File: config.mk
export PLATFORM = sky130hd
export DESIGN_NAME = stopwatch_counter_flat
export DESIGN_NICKNAME = d
export VERILOG_FILES = /design/src/rtl/stopwatch_counter_if.sv /design/src/rtl/stopwatch_counter.sv /design/src/flat_wrapper.sv
export SDC_FILE = /design/constraint.sdc
export NUM_CORES = 1
export LEC_CHECK = 0
export CORE_AREA = 2 2 103 105
export DETAILED_ROUTE_END_ITERATION = 12
export DIE_AREA = 0 0 105 107
export PLACE_DENSITY_LB_ADDON = 0.15
export SLEW_MARGIN = 25
export SYNTH_ARGS = -nofsm -noshare
export SYNTH_HDL_FRONTEND = slang
export SYNTH_SLANG_ARGS = --single-unit
File: constraint.sdc
create_clock -name clk -period 2.2 [get_ports clk]
set_input_delay 0.66 -clock clk [delete_from_list [all_inputs] [get_ports clk]]
set_output_delay 0.66 -clock clk [all_outputs]
set_load 0.01 [all_outputs]
File: src/rtl/stopwatch_counter_if.sv
// Button inputs and display/status outputs of the stopwatch core.
// fsm_state mirrors the control state register for observation only.
interface stopwatch_counter_if;
    logic       start_stop_btn;
    logic       clear_btn;
    logic       lap_btn;
    logic [3:0] seconds_ones_counter;
    logic [3:0] seconds_tens_counter;
    logic [3:0] minutes_ones_counter;
    logic [3:0] minutes_tens_counter;
    logic       running;
    logic       lap_active;
    logic       rollover;
    logic [1:0] fsm_state;

    modport master (
        output start_stop_btn, clear_btn, lap_btn,
        input  seconds_ones_counter, seconds_tens_counter,
        input  minutes_ones_counter, minutes_tens_counter,
        input  running, lap_active, rollover, fsm_state
    );

    modport slave (
        input  start_stop_btn, clear_btn, lap_btn,
        output seconds_ones_counter, seconds_tens_counter,
        output minutes_ones_counter, minutes_tens_counter,
        output running, lap_active, rollover, fsm_state
    );
endinterface

File: src/rtl/stopwatch_counter.sv
// Stopwatch time base: button conditioning, IDLE/RUN/PAUSE control,
// 1 Hz prescaler, MM:SS BCD count and lap freeze of the displayed digits.
module stopwatch_counter #(
    parameter int unsigned TICK_DIV        = 100_000_000,
    parameter int unsigned DEBOUNCE_CYCLES = 1_000_000
) (
    input  logic                clk,
    input  logic                rst,
    stopwatch_counter_if.slave  sw
);

    localparam int unsigned PW = (TICK_DIV > 1) ? $clog2(TICK_DIV) : 1;
    localparam int unsigned CW = $clog2(DEBOUNCE_CYCLES + 1);
    localparam logic [PW-1:0] PRESC_MAX = PW'(TICK_DIV - 1);
    localparam logic [CW-1:0] DB_LAST   = CW'(DEBOUNCE_CYCLES - 1);

    typedef enum logic [1:0] {
        ST_IDLE  = 2'd0,
        ST_RUN   = 2'd1,
        ST_PAUSE = 2'd2
    } state_e;

    // Button index 0 = start_stop, 1 = clear, 2 = lap.
    logic [2:0]    btn_raw;
    logic [2:0]    meta_q, meta_d;
    logic [2:0]    sync_q, sync_d;
    logic [2:0]    db_q, db_d;
    logic [2:0]    press_q, press_d;
    logic [CW-1:0] cnt_q [3];
    logic [CW-1:0] cnt_d [3];

    state_e        state_q, state_d;
    logic [PW-1:0] presc_q, presc_d;
    logic [3:0]    s1_q, s1_d, s10_q, s10_d, m1_q, m1_d, m10_q, m10_d;
    logic [15:0]   snap_q, snap_d;
    logic          lap_active_q, lap_active_d;
    logic          rollover_q, rollover_d;

    logic          ss_press, clr_press, lap_press;
    logic          clear_go;
    logic          tick;
    logic [15:0]   live;
    logic [15:0]   disp;

    assign btn_raw   = {sw.lap_btn, sw.clear_btn, sw.start_stop_btn};
    assign ss_press  = press_q[0];
    assign clr_press = press_q[1];
    assign lap_press = press_q[2];
    assign clear_go  = (state_q == ST_PAUSE) && clr_press;
    assign tick      = (state_q == ST_RUN) && (presc_q == PRESC_MAX);
    assign live      = {m10_q, m1_q, s10_q, s1_q};

    // A level change is accepted on the DEBOUNCE_CYCLES-th consecutive
    // cycle in which the synced level differs from the debounced one.
    always_comb begin
        meta_d  = btn_raw;
        sync_d  = meta_q;
        db_d    = db_q;
        press_d = '0;
        for (int i = 0; i < 3; i++) begin
            cnt_d[i] = '0;
            if (sync_q[i] != db_q[i]) begin
                if (cnt_q[i] == DB_LAST) begin
                    db_d[i]    = sync_q[i];
                    press_d[i] = sync_q[i];
                end else begin
                    cnt_d[i] = cnt_q[i] + CW'(1);
                end
            end
        end
    end

    always_comb begin
        state_d = state_q;
        case (state_q)
            ST_IDLE:  if (ss_press) state_d = ST_RUN;
            ST_RUN:   if (ss_press) state_d = ST_PAUSE;
            ST_PAUSE: begin
                if (clr_press)     state_d = ST_IDLE;
                else if (ss_press) state_d = ST_RUN;
            end
            default:  state_d = ST_IDLE;
        endcase
    end

    always_comb begin
        presc_d = presc_q;
        if (state_q == ST_IDLE || clear_go) begin
            presc_d = '0;
        end else if (state_q == ST_RUN) begin
            presc_d = tick ? '0 : presc_q + PW'(1);
        end
    end

    always_comb begin
        s1_d       = s1_q;
        s10_d      = s10_q;
        m1_d       = m1_q;
        m10_d      = m10_q;
        rollover_d = 1'b0;
        if (clear_go) begin
            s1_d  = '0;
            s10_d = '0;
            m1_d  = '0;
            m10_d = '0;
        end else if (tick) begin
            if (s1_q == 4'd9) begin
                s1_d = '0;
                if (s10_q == 4'd5) begin
                    s10_d = '0;
                    if (m1_q == 4'd9) begin
                        m1_d = '0;
                        if (m10_q == 4'd5) begin
                            m10_d      = '0;
                            rollover_d = 1'b1;
                        end else begin
                            m10_d = m10_q + 4'd1;
                        end
                    end else begin
                        m1_d = m1_q + 4'd1;
                    end
                end else begin
                    s10_d = s10_q + 4'd1;
                end
            end else begin
                s1_d = s1_q + 4'd1;
            end
        end
    end

    always_comb begin
        lap_active_d = lap_active_q;
        snap_d       = snap_q;
        if (clear_go) begin
            lap_active_d = 1'b0;
        end else if (lap_press) begin
            if (lap_active_q) begin
                lap_active_d = 1'b0;
            end else if (state_q == ST_RUN) begin
                lap_active_d = 1'b1;
                snap_d       = live;
            end
        end
    end

    always_ff @(posedge clk) begin
        if (rst) begin
            meta_q       <= '0;
            sync_q       <= '0;
            db_q         <= '0;
            press_q      <= '0;
            for (int i = 0; i < 3; i++) cnt_q[i] <= '0;
            state_q      <= ST_IDLE;
            presc_q      <= '0;
            s1_q         <= '0;
            s10_q        <= '0;
            m1_q         <= '0;
            m10_q        <= '0;
            snap_q       <= '0;
            lap_active_q <= 1'b0;
            rollover_q   <= 1'b0;
        end else begin
            meta_q       <= meta_d;
            sync_q       <= sync_d;
            db_q         <= db_d;
            press_q      <= press_d;
            for (int i = 0; i < 3; i++) cnt_q[i] <= cnt_d[i];
            state_q      <= state_d;
            presc_q      <= presc_d;
            s1_q         <= s1_d;
            s10_q        <= s10_d;
            m1_q         <= m1_d;
            m10_q        <= m10_d;
            snap_q       <= snap_d;
            lap_active_q <= lap_active_d;
            rollover_q   <= rollover_d;
        end
    end

    assign disp                    = lap_active_q ? snap_q : live;
    assign sw.seconds_ones_counter = disp[3:0];
    assign sw.seconds_tens_counter = disp[7:4];
    assign sw.minutes_ones_counter = disp[11:8];
    assign sw.minutes_tens_counter = disp[15:12];
    assign sw.running              = (state_q == ST_RUN);
    assign sw.lap_active           = lap_active_q;
    assign sw.rollover             = rollover_q;
    assign sw.fsm_state            = state_q;

endmodule

File: src/flat_wrapper.sv
// flat-port wrapper written by rule: the top's interface ports become plain ports
module stopwatch_counter_flat 
#(
    parameter int unsigned TICK_DIV        = 100_000_000,
    parameter int unsigned DEBOUNCE_CYCLES = 1_000_000
)
  (clk, rst, sw_start_stop_btn, sw_clear_btn, sw_lap_btn, sw_seconds_ones_counter, sw_seconds_tens_counter, sw_minutes_ones_counter, sw_minutes_tens_counter, sw_running, sw_lap_active, sw_rollover, sw_fsm_state);
  stopwatch_counter_if sw_i ();
  input  logic clk;
  input  logic rst;
  input wire logic [$bits(sw_i.start_stop_btn)-1:0] sw_start_stop_btn;
  input wire logic [$bits(sw_i.clear_btn)-1:0] sw_clear_btn;
  input wire logic [$bits(sw_i.lap_btn)-1:0] sw_lap_btn;
  output wire logic [$bits(sw_i.seconds_ones_counter)-1:0] sw_seconds_ones_counter;
  output wire logic [$bits(sw_i.seconds_tens_counter)-1:0] sw_seconds_tens_counter;
  output wire logic [$bits(sw_i.minutes_ones_counter)-1:0] sw_minutes_ones_counter;
  output wire logic [$bits(sw_i.minutes_tens_counter)-1:0] sw_minutes_tens_counter;
  output wire logic [$bits(sw_i.running)-1:0] sw_running;
  output wire logic [$bits(sw_i.lap_active)-1:0] sw_lap_active;
  output wire logic [$bits(sw_i.rollover)-1:0] sw_rollover;
  output wire logic [$bits(sw_i.fsm_state)-1:0] sw_fsm_state;
  assign sw_i.start_stop_btn = sw_start_stop_btn;
  assign sw_i.clear_btn = sw_clear_btn;
  assign sw_i.lap_btn = sw_lap_btn;
  assign sw_seconds_ones_counter = sw_i.seconds_ones_counter;
  assign sw_seconds_tens_counter = sw_i.seconds_tens_counter;
  assign sw_minutes_ones_counter = sw_i.minutes_ones_counter;
  assign sw_minutes_tens_counter = sw_i.minutes_tens_counter;
  assign sw_running = sw_i.running;
  assign sw_lap_active = sw_i.lap_active;
  assign sw_rollover = sw_i.rollover;
  assign sw_fsm_state = sw_i.fsm_state;
  stopwatch_counter #(.TICK_DIV(TICK_DIV), .DEBOUNCE_CYCLES(DEBOUNCE_CYCLES)) u_core (.clk(clk), .rst(rst), .sw(sw_i));
endmodule
Yosys cells after proc, flatten, opt, wreduce, memory -nomap -nowiden
Memory sizes are Yosys's and may differ from the RTL's. Index checks and enable logic that the tools add are counted. W data, S select, Z words.

Output and inout bits: 21. Bits of input ports: 5. Flip-flop bits (word level): 75. Memory bits (writable): 60. Logic and storage cells: 97. Memories kept: 1.

Memories: u_core.cnt_q (depth 3, width 20, rd ports 3, clocked after Yosys merged registers in 0, wr ports 3, line stopwatch_counter.sv:29) `logic [CW-1:0] cnt_q [3];`.

$add $sub $neg: 8. Mux-type cells: 25. Bitwise gates (word level): 15. Reduce and logical (&&, ||, !) cells: 17. Eq/ne operators: 14.

Operators by type and width (count): $mux W20 (9); $add A20 B1 Y20 const B (3); $eq A20 B20 Y1 const B (3); $add A27 B1 Y27 const B (1); $eq A27 B27 Y1 const B (1); $mux W27 (1); $add A4 B1 Y4 const B (4); $mux W16 (1); $mux W4 (4); $not A1 Y1 (12); $reduce_or A3 Y1 (3); $eq A4 B3 Y1 const B (2); $eq A4 B4 Y1 const B (2); $reduce_and A2 Y1 (4); $reduce_and A4 Y1 (2); $mux W1 (6); $mux W2 (3); $pmux W2 S3 (1); $reduce_or A6 Y1 (1); $reduce_or A2 Y1 (2); $ne A1 B1 Y1 (3); $or A1 B1 Y1 (3); $reduce_and A3 Y1 (1); $eq A2 B1 Y1 const B (1); other kinds (5) (6).

Longest topological paths before layout
Gate-level depths: netlist (run 1).

Depth after elaboration: 4. Gate-level depth with buffers: 8. Gate-level depth less buffers: 6.

Worst setup path before layout (run 1)
OpenSTA, ideal clock, no wires.

Kind: register to output. Start point: register u_core.lap_active_q, in the netlist u_core.sw.lap_active. End point: output sw_minutes_ones_counter[1]. Stages on the path, launching flop included: 4. Path buffers: 2. Required time: 1.540 ns. Data arrival time: 1.315 ns. Setup slack: 0.225 ns. Path through: dfxtp_1 -> clkbuf_1 -> clkbuf_1 -> mux2_2.

Longest elaborated chain between the ends: 1.

Ends and longest elaborated chain: from (decl) (line stopwatch_counter.sv:36) `logic lap_active_q, lap_active_d;`; from (signal assigned) (line stopwatch_counter.sv:175) `lap_active_q <= lap_active_d;`; $mux W16 (line stopwatch_counter.sv:180) `assign disp = lap_active_q ? snap_q : live;`; to (decl) (line flat_wrapper.sv:16) `output wire logic [$bits(sw_i.minutes_ones_counter)-1:0] sw_minutes_ones_counter;`.

Every way passes these cells.

Final worst setup path (run 1)
Start point: register u_core.lap_active_q, in the netlist u_core.sw.lap_active. End point: output sw_minutes_ones_counter[3].

The elaborated chain is that of the path after synthesis.

==> impl_metrics.json, run 1 <==
{
  "status": "complete, but fails checks",
  "violations": "setup timing",
  "synth_top_cells_by_count": "dfxtp_1, nor2_1, nand2_1",
  "core_area_um2": 10100,
  "synth-edff-count": 0,
  "leakagePower_nw": 2.48,
  "ctsHoldBuffers": 0,
  "drt_iter0_markers": 211,
  "slowest_delay_ns": 0.36,
  "antenna_found_initial": 0,
  "rsz0062_at_grt": "yes",
  "drt_wl_total_um": 12000,
  "arrival_ns": 1.56,
  "synth_seq_area_share": 0.452,
  "final_util": 0.704,
  "ir_drop_mv": 0.682,
  "synth_area_leaders": "dfxtp_1, nor2_1, xor2_1",
  "hpwl_um": 8060,
  "rows": 37,
  "synthesis.nets": 697,
  "critPathMaxFanout": 6,
  "start_util": 0.592,
  "grt_max_degree": 26,
  "fin_hold_ws_ns": 0.436,
  "required_ns": 1.54,
  "dieArea_um2": 11200,
  "die_w_um": 105,
  "drcViolationCount": 0,
  "n_fill_cell": 807,
  "antenna_left": 0,
  "clkSlewWorstSetupHoldPaths_ns": 0.06,
  "worst_hold_path_type": "register to register",
  "skew_ns": 0.00493,
  "grt-ovfl-total": 0,
  "hold_viol": 0,
  "relSlewSlack": 0.560,
  "vias_per_cell": 5.49,
  "fmax_ghz": 0.451,
  "groute.usage.overall": 0.229,
  "period_share": 1.01,
  "synthArstFlopShare": 0,
  "slowest_stage": "dfxtp_4",
  "cp-end-kind": "output port",
  "multiInputGateArea_um2": 3110,
  "htreeDepth": 4,
  "num_antenna_cells": 0,
  "final_nets": 746,
  "grt_pass1_wl_um": 20900,
  "synth_ff_type": "dfxtp_1",
  "synth_top_area_cell": "dfxtp_1",
  "dieHeight_um": 107,
  "clock-sinks": 135,
  "gp_congestion": 0.794,
  "ys_seq_elements": 135,
  "clockBufferDepth": 2,
  "layout-drive-gt1-share": 0.144,
  "grt_pass1_vias": 4722,
  "ioPinCount": 26,
  "path_class": "register to output port",
  "avgSynthCellArea_um2": 8.69,
  "port_buffers": 25,
  "cp_common_cell": "buf_6",
  "path_cells": "buf_6 > buf_4 > mux2_4 > buf_6",
  "register_area_um2": 2710,
  "firstDrtPassIters": 5,
  "synthesis.area_um2": 5980,
  "finalInstanceArea_um2": 7100,
  "synth.distinct_cells": 52,
  "tightest_slew_ns": 0.654,
  "synth_top_area_share": 0.452,
  "drv_slew": 0,
  "areaGrowthSynthToFinish_pct": 18.9,
  "place_area_um2": 6490,
  "power_density_nw_per_um2": 739,
  "dp_slack_ns": 0.0665,
  "routed-via-count": 4861,
  "start_kind": "register",
  "finalSetupViolations": 3,
  "tritoncts": "yes",
  "yosysMostFrequentCell": "dfxtp_1",
  "synth_warnings": 0,
  "maxCapViolCount": 0,
  "numCtsBuffers": 17,
  "cts_root_buf": "clkbuf_8",
  "timing.final.ws_setup_ns": -0.0182,
  "finalCriticalPeriod_ns": 2.22,
  "wl_per_cell_um": 13.6,
  "syn_inst": 688,
  "tns_ns": -0.0325,
  "clock_latency_ns": 0.53
}
final timing paths:
path              cells after the start                         end  slack, ns            startpoint
setup / recovery                      4  sw_minutes_ones_counter[3]      -0.02  u_core.sw.lap_active
hold / removal                        1            u_core.sync_q[1]       0.44      u_core.meta_q[1]
setup reg to reg                      6             u_core.s10_q[1]       0.15     u_core.presc_q[0]
hold reg to reg                       1            u_core.sync_q[1]       0.44      u_core.meta_q[1]
worst max-delay path: cells and delay by family (launching register included):
kind,cells,cell delay (ns)
multiplexers,1,0.29
buffers and inverters,3,0.38
flip-flops,1,0.36
area by class of cell:
type,count,area share
clock buffers,22,0.0652
clock inverters,10,0.0169
inverters,15,0.00793
multi-input cells,510,0.437
flip-flops and latches,135,0.382
well taps,136,0.0240
repair buffers,58,0.0671
timing repair:
action                                  in CTS  in global routing
hold endpoints to repair                     0                  0
gates resized for setup                     58                 15
endpoints found under the setup margin      20                 13
cloned                                       0                  1
pin swaps                                    0                  0
setup buffers                                4                  0
layout by cell type, fill, tap and decap left out, types with 5 or more instances in the layout:
master	Yosys	final
a21oi_1	31	31
and3_1	11	11
and4_1	9	9
buf_2	2	7
buf_4	1	28
buf_6	2	7
clkbuf_16	0	16
clkdlybuf4s50_1	0	6
clkinvlp_4	0	5
dfxtp_1	135	131
dlygate4sd2_1	0	6
inv_1	15	15
mux2_2	9	5
mux2i_1	6	6
nand2_1	77	77
nand3_1	29	29
nand3b_1	5	5
nand4_1	32	32
nor2_1	121	121
nor2b_1	7	6
nor3_1	12	12
nor4_1	10	10
nor4b_1	7	7
o21ai_0	10	8
xnor2_1	41	41
xor2_1	46	46
sequential cells by signal (all words and copies together) (netlist names):
| signal | flops |
|---|---|
| u_core.cnt_q | 60 |
| u_core.db_q | 3 |
| u_core.m10_q | 4 |
| u_core.m1_q | 4 |
| u_core.meta_q | 3 |
| u_core.presc_q | 27 |
| u_core.press_q | 3 |
| u_core.s10_q | 4 |
| u_core.s1_q | 4 |
| u_core.snap_q | 16 |
| u_core.sw.fsm_state | 2 |
| u_core.sw.lap_active | 1 |
| u_core.sw.rollover | 1 |
| u_core.sync_q | 3 |
metal layers:
metal,up-vias,GRT usage,routed length (µm)
li1,2454,-,-
met5,-,0,0
met3,15,0.0614,484
met1,2302,0.271,5360
met2,90,0.393,6030
met4,0,0.0914,167
kinds of logic after synthesis:
kind of cell	Yosys count	share of synthesized area
adders and majority gates	4	0.00838
xor gates and xnor gates	87	0.128
muxes	15	0.0270
AOI/OAI and AO/OA	52	0.0496
buffers and inverters	43	0.0308
DFF	135	0.452
and+or+nand+nor	352	0.304
stage by stage:
| step | total power [mW] | instances |
|---|---|---|
| floorplan | 2.54 | 688 |
| global placement | 2.56 | 849 |
| detailed placement | 2.56 | 849 |
| CTS | 5.30 | 885 |
| global route | 5.41 | 886 |
| finish | 5.25 | 886 |
power by group:
part / leakage [nW] / internal [mW] / switching [mW]
Clock: 0.270 / 1.70 / 1.04
Sequential: 1.09 / 2.45 / 0.00391
Combinational: 1.12 / 0.0191 / 0.0291
Total: 2.48 / 4.17 / 1.07
Power figures use the tool's default switching activity.
==> inputs of run 2 (changes only) <==
CAP_MARGIN = 20   (was default)
==> results of run 2 <==
The final DEF is identical to that of run 1; final timing and power are the same.
